$ cat config.mk
export PLATFORM = sky130hd
export DESIGN_NAME = seq_alu_hs
export DESIGN_NICKNAME = d
export VERILOG_FILES = /design/src/rtl/seq_alu_hs.sv
export SDC_FILE = /design/constraint.sdc
export NUM_CORES = 1
export LEC_CHECK = 0
export ABC_AREA = 0
export BUFFER_PORTS_ARGS = -buffer_cell sky130_fd_sc_hd__buf_2
export CELL_PAD_IN_SITES_DETAIL_PLACEMENT = 0
export CELL_PAD_IN_SITES_GLOBAL_PLACEMENT = 1
export CORE_MARGIN = 3
export CORE_UTILIZATION = 35
export DETAILED_ROUTE_END_ITERATION = 8
export GPL_ROUTABILITY_DRIVEN = 0
export HOLD_SLACK_MARGIN = 0.08
export PLACE_DENSITY = 0.79
export SETUP_SLACK_MARGIN = 0.02
export SLEW_MARGIN = 0
export SYNTH_ARGS = -nofsm -noshare
export SYNTH_HDL_FRONTEND = slang
export SYNTH_SLANG_ARGS = --single-unit
$ cat constraint.sdc
create_clock -name clk -period 2.65 [get_ports clk]
set_input_delay 0.3975 -clock clk [delete_from_list [all_inputs] [get_ports clk]]
set_output_delay 0.3975 -clock clk [all_outputs]
set_load 0.02 [all_outputs]
$ cat src/rtl/seq_alu_hs.sv
// seq_alu_hs: registered ALU with valid/ready flow control on both sides.
// Single-cycle ops (AND/ADD/OR/XOR/SUB/SLT, and illegal 111) produce their
// result one cycle after acceptance. MUL is unsigned shift-add, one step per
// cycle over WIDTH cycles, with the full 2*WIDTH product split across
// result_hi/result.
//
// Handshake: a transfer happens on a rising edge where valid & ready are both
// high. Input side: in_ready is high only in IDLE, and operands are taken
// at the accepting edge. Output side: out_valid and every result/flag output
// hold steady in DONE until out_ready is seen, and the block then returns to
// IDLE. It cannot accept a new op in that same cycle.
module seq_alu_hs #(
  parameter int WIDTH = 5,
  parameter int CNT_W = 3
) (
  input  logic             clk,
  input  logic             reset,
  input  logic             in_valid,
  output logic             in_ready,
  input  logic [2:0]       op,
  input  logic [WIDTH-1:0] a,
  input  logic [WIDTH-1:0] b,
  output logic             out_valid,
  input  logic             out_ready,
  output logic [WIDTH-1:0] result,
  output logic [WIDTH-1:0] result_hi,
  output logic             zero,
  output logic             carry,
  output logic             ovf,
  output logic             err,
  output logic [1:0]       state_dbg
);

  typedef enum logic [1:0] {IDLE = 2'd0, BUSY = 2'd1, DONE = 2'd2} state_t;

  localparam logic [2:0] OP_AND = 3'b000;
  localparam logic [2:0] OP_ADD = 3'b001;
  localparam logic [2:0] OP_OR  = 3'b010;
  localparam logic [2:0] OP_XOR = 3'b011;
  localparam logic [2:0] OP_SUB = 3'b100;
  localparam logic [2:0] OP_SLT = 3'b101;
  localparam logic [2:0] OP_MUL = 3'b110;

  localparam logic [CNT_W-1:0] LAST_STEP = CNT_W'(WIDTH - 1);

  state_t               state;
  logic [CNT_W-1:0]     cnt;
  logic [WIDTH-1:0]     a_q;
  logic [2*WIDTH-1:0]   prod;

  logic [WIDTH:0]       add_w;
  logic [WIDTH:0]       sub_w;
  logic [WIDTH-1:0]     c_res;
  logic                 c_carry;
  logic                 c_ovf;
  logic                 c_err;
  logic [WIDTH:0]       mul_sum;
  logic [2*WIDTH-1:0]   mul_next;

  assign in_ready  = (state == IDLE);
  assign state_dbg = state;

  // Single-cycle datapath evaluated on the live operands at the accept edge.
  always_comb begin
    add_w   = {1'b0, a} + {1'b0, b};
    sub_w   = {1'b0, a} + {1'b0, ~b} + (WIDTH+1)'(1);
    c_res   = '0;
    c_carry = 1'b0;
    c_ovf   = 1'b0;
    c_err   = 1'b0;
    case (op)
      OP_AND: c_res = a & b;
      OP_ADD: begin
        c_res   = add_w[WIDTH-1:0];
        c_carry = add_w[WIDTH];
        c_ovf   = (a[WIDTH-1] == b[WIDTH-1]) && (add_w[WIDTH-1] != a[WIDTH-1]);
      end
      OP_OR:  c_res = a | b;
      OP_XOR: c_res = a ^ b;
      OP_SUB: begin
        c_res   = sub_w[WIDTH-1:0];
        // carry-out of a + ~b + 1 is "no borrow", so invert it
        c_carry = ~sub_w[WIDTH];
        c_ovf   = (a[WIDTH-1] != b[WIDTH-1]) && (sub_w[WIDTH-1] != a[WIDTH-1]);
      end
      OP_SLT: c_res = ($signed(a) < $signed(b)) ? WIDTH'(1) : '0;
      OP_MUL: c_res = '0;
      default: c_err = 1'b1;
    endcase
  end

  // One shift-add step: conditionally add the multiplicand into the upper
  // half, then shift the whole product right (multiplier bits drain out low).
  always_comb begin
    mul_sum  = {1'b0, prod[2*WIDTH-1:WIDTH]} + (prod[0] ? {1'b0, a_q} : '0);
    mul_next = {mul_sum, prod[WIDTH-1:1]};
  end

  // Control FSM with registered result and flags.
  always_ff @(posedge clk or posedge reset) begin
    if (reset) begin
      state     <= IDLE;
      cnt       <= '0;
      a_q       <= '0;
      prod      <= '0;
      out_valid <= 1'b0;
      result    <= '0;
      result_hi <= '0;
      zero      <= 1'b0;
      carry     <= 1'b0;
      ovf       <= 1'b0;
      err       <= 1'b0;
    end else begin
      case (state)
        IDLE: begin
          if (in_valid) begin
            if (op == OP_MUL) begin
              a_q   <= a;
              prod  <= {{WIDTH{1'b0}}, b};
              cnt   <= '0;
              state <= BUSY;
            end else begin
              result    <= c_res;
              result_hi <= '0;
              zero      <= (c_res == '0);
              carry     <= c_carry;
              ovf       <= c_ovf;
              err       <= c_err;
              out_valid <= 1'b1;
              state     <= DONE;
            end
          end
        end
        BUSY: begin
          prod <= mul_next;
          if (cnt == LAST_STEP) begin
            cnt       <= '0;
            result    <= mul_next[WIDTH-1:0];
            result_hi <= mul_next[2*WIDTH-1:WIDTH];
            zero      <= (mul_next == '0);
            carry     <= 1'b0;
            ovf       <= 1'b0;
            err       <= 1'b0;
            out_valid <= 1'b1;
            state     <= DONE;
          end else begin
            cnt <= cnt + CNT_W'(1);
          end
        end
        DONE: begin
          if (out_ready) begin
            out_valid <= 1'b0;
            state     <= IDLE;
          end
        end
        default: state <= IDLE;
      endcase
    end
  end

endmodule
==> results of run 1 <==
## layout make-up
| class | count | area share |
|---|---|---|
| clock buffers | 7 | 0.02682 |
| clock inverters | 1 | 0.001759 |
| inverters | 18 | 0.02375 |
| multi-input cells | 218 | 0.5193 |
| flip-flops and latches | 35 | 0.3078 |
| well taps | 96 | 0.04222 |
| repair buffers | 41 | 0.07828 |
## flip-flops by register name (all words and copies together), names as in the netlist
register / flops
a_q: 5
carry: 1
cnt: 3
err: 1
out_valid: 1
ovf: 1
prod: 10
result: 5
result_hi: 5
state_dbg: 2
zero: 1
## power breakdown
| group | internal, mW | total (mW) | switching (mW) |
|---|---|---|---|
| logic | 0.489 | 1.25 | 0.757 |
| clock network | 0.184 | 0.369 | 0.185 |
| registers | 0.756 | 0.923 | 0.167 |
| total | 1.43 | 2.54 | 1.11 |
## cells by family (layout without fill, tap and decap cells)
kind of cell	after synthesis	after routing	synth area share
and+or+nand+nor	111	111	0.2264
AOI/OAI and AO/OA	73	73	0.1982
DFF	35	35	0.3521
buffers and inverters	31	67	0.05382
adders and majority gates	25	25	0.1348
muxes	5	5	0.02062
xor gates and xnor gates	4	4	0.01409
## path summary, 6_finish.rpt
path,from,endpoint,cells past startpoint
min in group clk,out_ready,state_dbg[1]$_DFFE_PP0P_,2
worst min-delay path,reset,result[1]$_DFFE_PP0P_,3
worst min register to register,result_hi[2]$_DFFE_PP0P_,result_hi[2]$_DFFE_PP0P_,2
worst max register to register,prod[0]$_DFFE_PP0P_,zero$_DFFE_PP0P_,8
worst max-delay path,prod[0]$_DFFE_PP0P_,zero$_DFFE_PP0P_,8
max in group asynchronous,reset,prod[5]$_DFFE_PP0P_,3
## metrics by stage
step | hold WS [ns] | total power [mW] | worst slack, ns | std cells
2_1_floorplan | 0.4418 | 1.781 | 0.4144 | 284
3_3_place_gp | 0.4547 | 2.156 | 0.2057 | 408
3_5_place_dp | 0.4658 | 2.181 | 0.1760 | 408
4_1_cts | 0.2168 | 2.564 | 0.2479 | 416
5_1_grt | 0.2453 | 2.764 | 0.1011 | 416
6_report | 0.2062 | 2.538 | 0.2545 | 416
## worst reg2reg max path, delay by kind of cell (launching register included)
| family | cells | cell delay, ns |
|---|---|---|
| AND/OR/NAND/NOR | 2 | 0.67 |
| AO/OA/AOI/OAI | 3 | 0.43 |
| adder cells (fa/ha/maj) | 2 | 0.61 |
| flip-flops | 1 | 0.41 |
| XOR/XNOR | 1 | 0.20 |
## layer usage
metal  track usage  share of wire  vias to the layer above
met4       0.03571         0.0072                        0
met2        0.2439           0.47                       55
li1              -              -                     1075
met3       0.03250          0.050                        5
met1        0.2175           0.48                      970
met5             0              0                        -
## cell usage in the layout (no fill, tap or decap), types with 3 or more instances in the layout
cell,netlist,routed
buf_2,8,34
dfrtp_1,35,35
mux2i_1,4,4
nand2b_1,4,4
nand3_1,6,6
inv_1,18,18
nand2_1,43,43
o21ai_0,18,18
o31ai_1,6,6
or4b_1,3,3
a21o_1,6,6
a211oi_1,6,6
nor2_1,21,21
nand3b_1,4,4
clkbuf_8,0,5
a211o_1,3,3
nor3_1,7,7
fa_1,3,3
buf_4,0,7
ha_1,22,22
and2_1,7,7
a21oi_1,17,17
==> flow_metrics.env, run 1 <==
export IMPL_status="complete, no violations"
export IMPL_fill_cells=750
export IMPL_regArea_um2=875.8
export IMPL_crit_family="simple AND/OR/NAND/NOR gates"
export IMPL_netlist_instances=284
export IMPL_ys_warnings_count=0
export IMPL_critPathMaxFanout=6
export IMPL_crit_path_start_kind="register"
export IMPL_place_hpwl_mm=4.810
export IMPL_synth_seq_cells=35
export IMPL_wl_per_cell_um=14.69
export IMPL_cts_buffers=5
export IMPL_synth_flop_cell="dfrtp_1"
export IMPL_nets=361
export IMPL_clkSlewWorstSetupHoldPaths_ns=0.07
export IMPL_die_area_um2=8154
export IMPL_cts_setup_buffers=0
export IMPL_antenna_cells=0
export IMPL_viasPerCell=5.060
export IMPL_rsz0062_at_grt="no"
export IMPL_fin_util=0.4165
export IMPL_die_w_um=90.30
export IMPL_post_route_period_util=0.9040
export IMPL_grt_use_total=0.1546
export IMPL_grt_pass1_vias=2031
export IMPL_critPathBufInv=0
export IMPL_max_freq_mhz=417.4
export IMPL_synth_edf_count=0
export IMPL_initialDrtViolationCount=78
export IMPL_start_util=0.3641
export IMPL_ctsHoldBuffers=0
export IMPL_endpoint_kind="register"
export IMPL_syn_avg_cell_area_um2=8.758
export IMPL_fin_skew_ns=0.008085
export IMPL_synth_nets=326
export IMPL_yosysSeqAreaShare=0.3521
export IMPL_port_buffers=34
export IMPL_synth_async_sr_flop_share=1.000
export IMPL_synth_most_common_cell="nand2_1"
export IMPL_row_count=30
export IMPL_grt_start_max_net_pins=36
export IMPL_areaGrowthSynthToFinish_pct=14.39
export IMPL_slew_headroom=0.6080
export IMPL_ir_drop_mv=0.2478
export IMPL_worstSetupPathType="reg2reg"
export IMPL_final_area_um2=2845
export IMPL_netlist_area_um2=2487
export IMPL_setup_viol=0
export IMPL_hold_violations=0
export IMPL_crit_path_top_delay_cell="or4b_1"
export IMPL_clock_sinks=35
export IMPL_post_dp_cell_area_um2=2764
export IMPL_root_buffer="clkbuf_8"
export IMPL_clock_latency_ns=0.28
export IMPL_final_antenna_net_count=0
export IMPL_hold_class="in2async"
export IMPL_synth_top_cell_by_area="dfrtp_1"
export IMPL_path_cells="and2_1 -> ha_1 -> fa_1 -> a21o_1 -> a21oi_1 -> xor2_1 -> or4b_1 -> o211ai_2"
export IMPL_drt_total_wl_mm=6.113
export IMPL_leakage_nw=1.387
export IMPL_h_tree_depth=2
export IMPL_die_h_um=90.30
export IMPL_maxCapViolCount=0
export IMPL_fin_crit_ns=2.396
export IMPL_tns_ns=0
export IMPL_grt_pass1_wl_mm=10.27
export IMPL_antenna_found_initial=0
export IMPL_drcViolationCount=0
export IMPL_grt_overflow=0
export IMPL_reg2reg_setup_slack_ns=0.25
export IMPL_firstDrtPassIters=5
export IMPL_power_density_nw_per_um2=891.9
export IMPL_synth_area_leaders="dfrtp_1 35%, ha_1 11%, nand2_1 6.5%"
export IMPL_num_io_pins=35
export IMPL_cp_data_required_time_ns=2.86
export IMPL_drv_slew=0
export IMPL_cts_tree="done"
export IMPL_cp_slowest_stage_delay_ns=0.50
export IMPL_critPathArrivalTime_ns=2.61
export IMPL_multi_input_area_um2=1478
export IMPL_synth_distinct_cells=50
export IMPL_cts_buffer_depth=2
export IMPL_tightest_slew_ns=0.5732
export IMPL_vias=2105
export IMPL_synth_top_area_share=0.3521
export IMPL_drive_gt1_frac=0.1625
export IMPL_fp_coreArea_um2=6832
export IMPL_ys_top_cells_by_count="43 x nand2_1, 35 x dfrtp_1, 22 x ha_1"
export IMPL_cts_resized=0
(Power assumes the default switching activity.)
==> run 2: changes to the inputs <==
- CELL_PAD_IN_SITES_DETAIL_PLACEMENT: 0 -> 2
- CELL_PAD_IN_SITES_GLOBAL_PLACEMENT: 1 -> 2
- GPL_TIMING_DRIVEN: unset -> 1
- PLACE_DENSITY: 0.79 -> 0.92
==> run 2 against run 1 <==
Clock-buffer cell count shrank 1. Worst hold slack lost 0.0098 ns. Clock skew shrank 0.0029 ns. Combinational power grew 9%. Sequential power grew 2.4%. Via count grew 7.7%. Core utilization grew 0.64 points. Die area is the same. Wire length grew 36%. Global-route usage grew 5.6 points. Flip-flop and latch count is the same. Critical path type unchanged. Largest power group unchanged. Highest routed layer unchanged.
==> flow_metrics.env, run 2 (synthesis results as in run 1) <==
export IMPL_status="complete, no violations"
export IMPL_nets=362
export IMPL_fill_cells=813
export IMPL_fin_crit_ns=2.540
export IMPL_cts_setup_buffers=0
export IMPL_ctsHoldBuffers=0
export IMPL_drt_total_wl_mm=8.298
export IMPL_antenna_cells=0
export IMPL_critPathBufInv=0
export IMPL_final_antenna_net_count=0
export IMPL_row_count=30
export IMPL_place_hpwl_mm=6.682
export IMPL_largest_register="prod"
export IMPL_tns_ns=0
export IMPL_initialDrtViolationCount=61
export IMPL_start_util=0.3641
export IMPL_num_io_pins=35
export IMPL_areaGrowthSynthToFinish_pct=16.15
export IMPL_cts_buffer_depth=2
export IMPL_antenna_found_initial=0
export IMPL_stdcell_count=417
export IMPL_grt_pass1_wl_mm=13.64
export IMPL_critPathArrivalTime_ns=2.76
export IMPL_slew_headroom=0.6032
export IMPL_wl_met1_mm=3.448
export IMPL_cp_data_required_time_ns=2.87
export IMPL_root_buffer="clkbuf_8"
export IMPL_drive_gt1_frac=0.1713
export IMPL_grt_overflow=0
export IMPL_highest_layer="met4"
export IMPL_grt_pass1_vias=2512
export IMPL_hold_class="in2async"
export IMPL_endpoint_kind="register"
export IMPL_leakage_nw=1.409
export IMPL_maxCapViolCount=0
export IMPL_placedCellCount=408
export IMPL_max_freq_mhz=393.7
export IMPL_vias=2267
export IMPL_firstDrtPassIters=4
export IMPL_final_common_cell="nand2_1"
export IMPL_cts_tree="done"
export IMPL_fin_util=0.4229
export IMPL_post_route_period_util=0.9584
export IMPL_die_h_um=90.30
export IMPL_cts_resized=0
export IMPL_die_area_um2=8154
export IMPL_cts_buffers=5
export IMPL_crit_path_start_kind="register"
export IMPL_final_area_um2=2889
export IMPL_route_met2_wl_mm=4.495
export IMPL_layout_common_cells="43 x nand2_1, 35 x dfrtp_1, 34 x buf_2, 22 x ha_1, 21 x nor2_1"
export IMPL_wl_per_cell_um=19.90
export IMPL_crit_family="simple AND/OR/NAND/NOR gates"
export IMPL_viasPerCell=5.436
export IMPL_clock_latency_ns=0.30
export IMPL_ir_drop_mv=0.3013
export IMPL_path_cells="and2_1 -> ha_1 -> fa_1 -> a21o_1 -> a21oi_1 -> xor2_1 -> or4b_1 -> o211ai_2"
export IMPL_grt_use_total=0.2108
export IMPL_crit_path_top_delay_cell="or4b_1"
export IMPL_drv_slew=0
export IMPL_fp_coreArea_um2=6832
export IMPL_grt_start_max_net_pins=36
export IMPL_hold_violations=0
export IMPL_fin_skew_ns=0.005159
export IMPL_largest_reg_flops=10
export IMPL_wl_met3_um=172
export IMPL_critPathMaxFanout=6
export IMPL_clkSlewWorstSetupHoldPaths_ns=0.08
export IMPL_drcViolationCount=0
export IMPL_power_density_nw_per_um2=974.7
export IMPL_port_buffers=34
export IMPL_post_dp_cell_area_um2=2764
export IMPL_rsz0062_at_grt="no"
export IMPL_setup_viol=0
export IMPL_die_w_um=90.30
export IMPL_clock_sinks=35
export IMPL_totalPowerFinal_mw=2.816
export IMPL_worstSetupPathType="reg2reg"
export IMPL_h_tree_depth=2
export IMPL_tightest_slew_ns=0.5801
export IMPL_cp_slowest_stage_delay_ns=0.52
[run 2: changes by cell type in the layout (fill, tap and decap cells not counted), sizes merged]
cell | before | now
buf | 41 | 42
bufinv | 0 | 1
clkbuf | 7 | 6
[run 2: report_power, final]
group	switching, mW	total (mW)	internal, mW
Sequential	0.189	0.945	0.756
Clock	0.211	0.515	0.305
Combinational	0.852	1.36	0.504
Total	1.25	2.82	1.56
[run 2: path summary, 6_finish.rpt]
| check | cells past startpoint | slack [ns] | endpoint | from |
|---|---|---|---|---|
| setup / recovery | 8 | 0.11 | zero$_DFFE_PP0P_ | prod[0]$_DFFE_PP0P_ |
| hold / removal | 3 | 0.20 | result[0]$_DFFE_PP0P_ | reset |
| setup reg to reg | 8 | 0.11 | zero$_DFFE_PP0P_ | prod[0]$_DFFE_PP0P_ |
| hold reg to reg | 2 | 0.48 | a_q[2]$_DFFE_PP0P_ | a_q[2]$_DFFE_PP0P_ |
| max in group asynchronous | 3 | 2.12 | ovf$_DFFE_PP0P_ | reset |
| min in group clk | 2 | 0.30 | state_dbg[1]$_DFFE_PP0P_ | out_ready |
[run 2: routing by layer]
metal,vias to the layer above,GRT usage
met4,0,0.06760
met1,1134,0.2484
met5,-,0
li1,1080,-
met2,38,0.3883
met3,15,0.03417
[run 2: metrics by stage]
stage	worst slack, ns	hold WS (ns)
6_report	0.1102	0.1964
5_1_grt	0.01901	0.2587
4_1_cts	0.07071	0.2129
3_5_place_dp	0.1252	0.4743
3_3_place_gp	0.2112	0.4539
2_1_floorplan	0.4144	0.4418
[run 2: final cells by class]
type	instances	area, µm²	share of cell area
timing repair buffer	42	230.2	0.07969
clock buffer	6	82.58	0.02858
tap	96	120.1	0.04158
sequential	35	875.8	0.3032
inverter	18	67.56	0.02339
multi-input combinational	218	1478	0.5115
clock inverter	2	35.03	0.01213
[run 2: tightest hold or removal path, delay by kind of cell]
kind     cells  cell delay [ns]
buf+inv      3             0.53
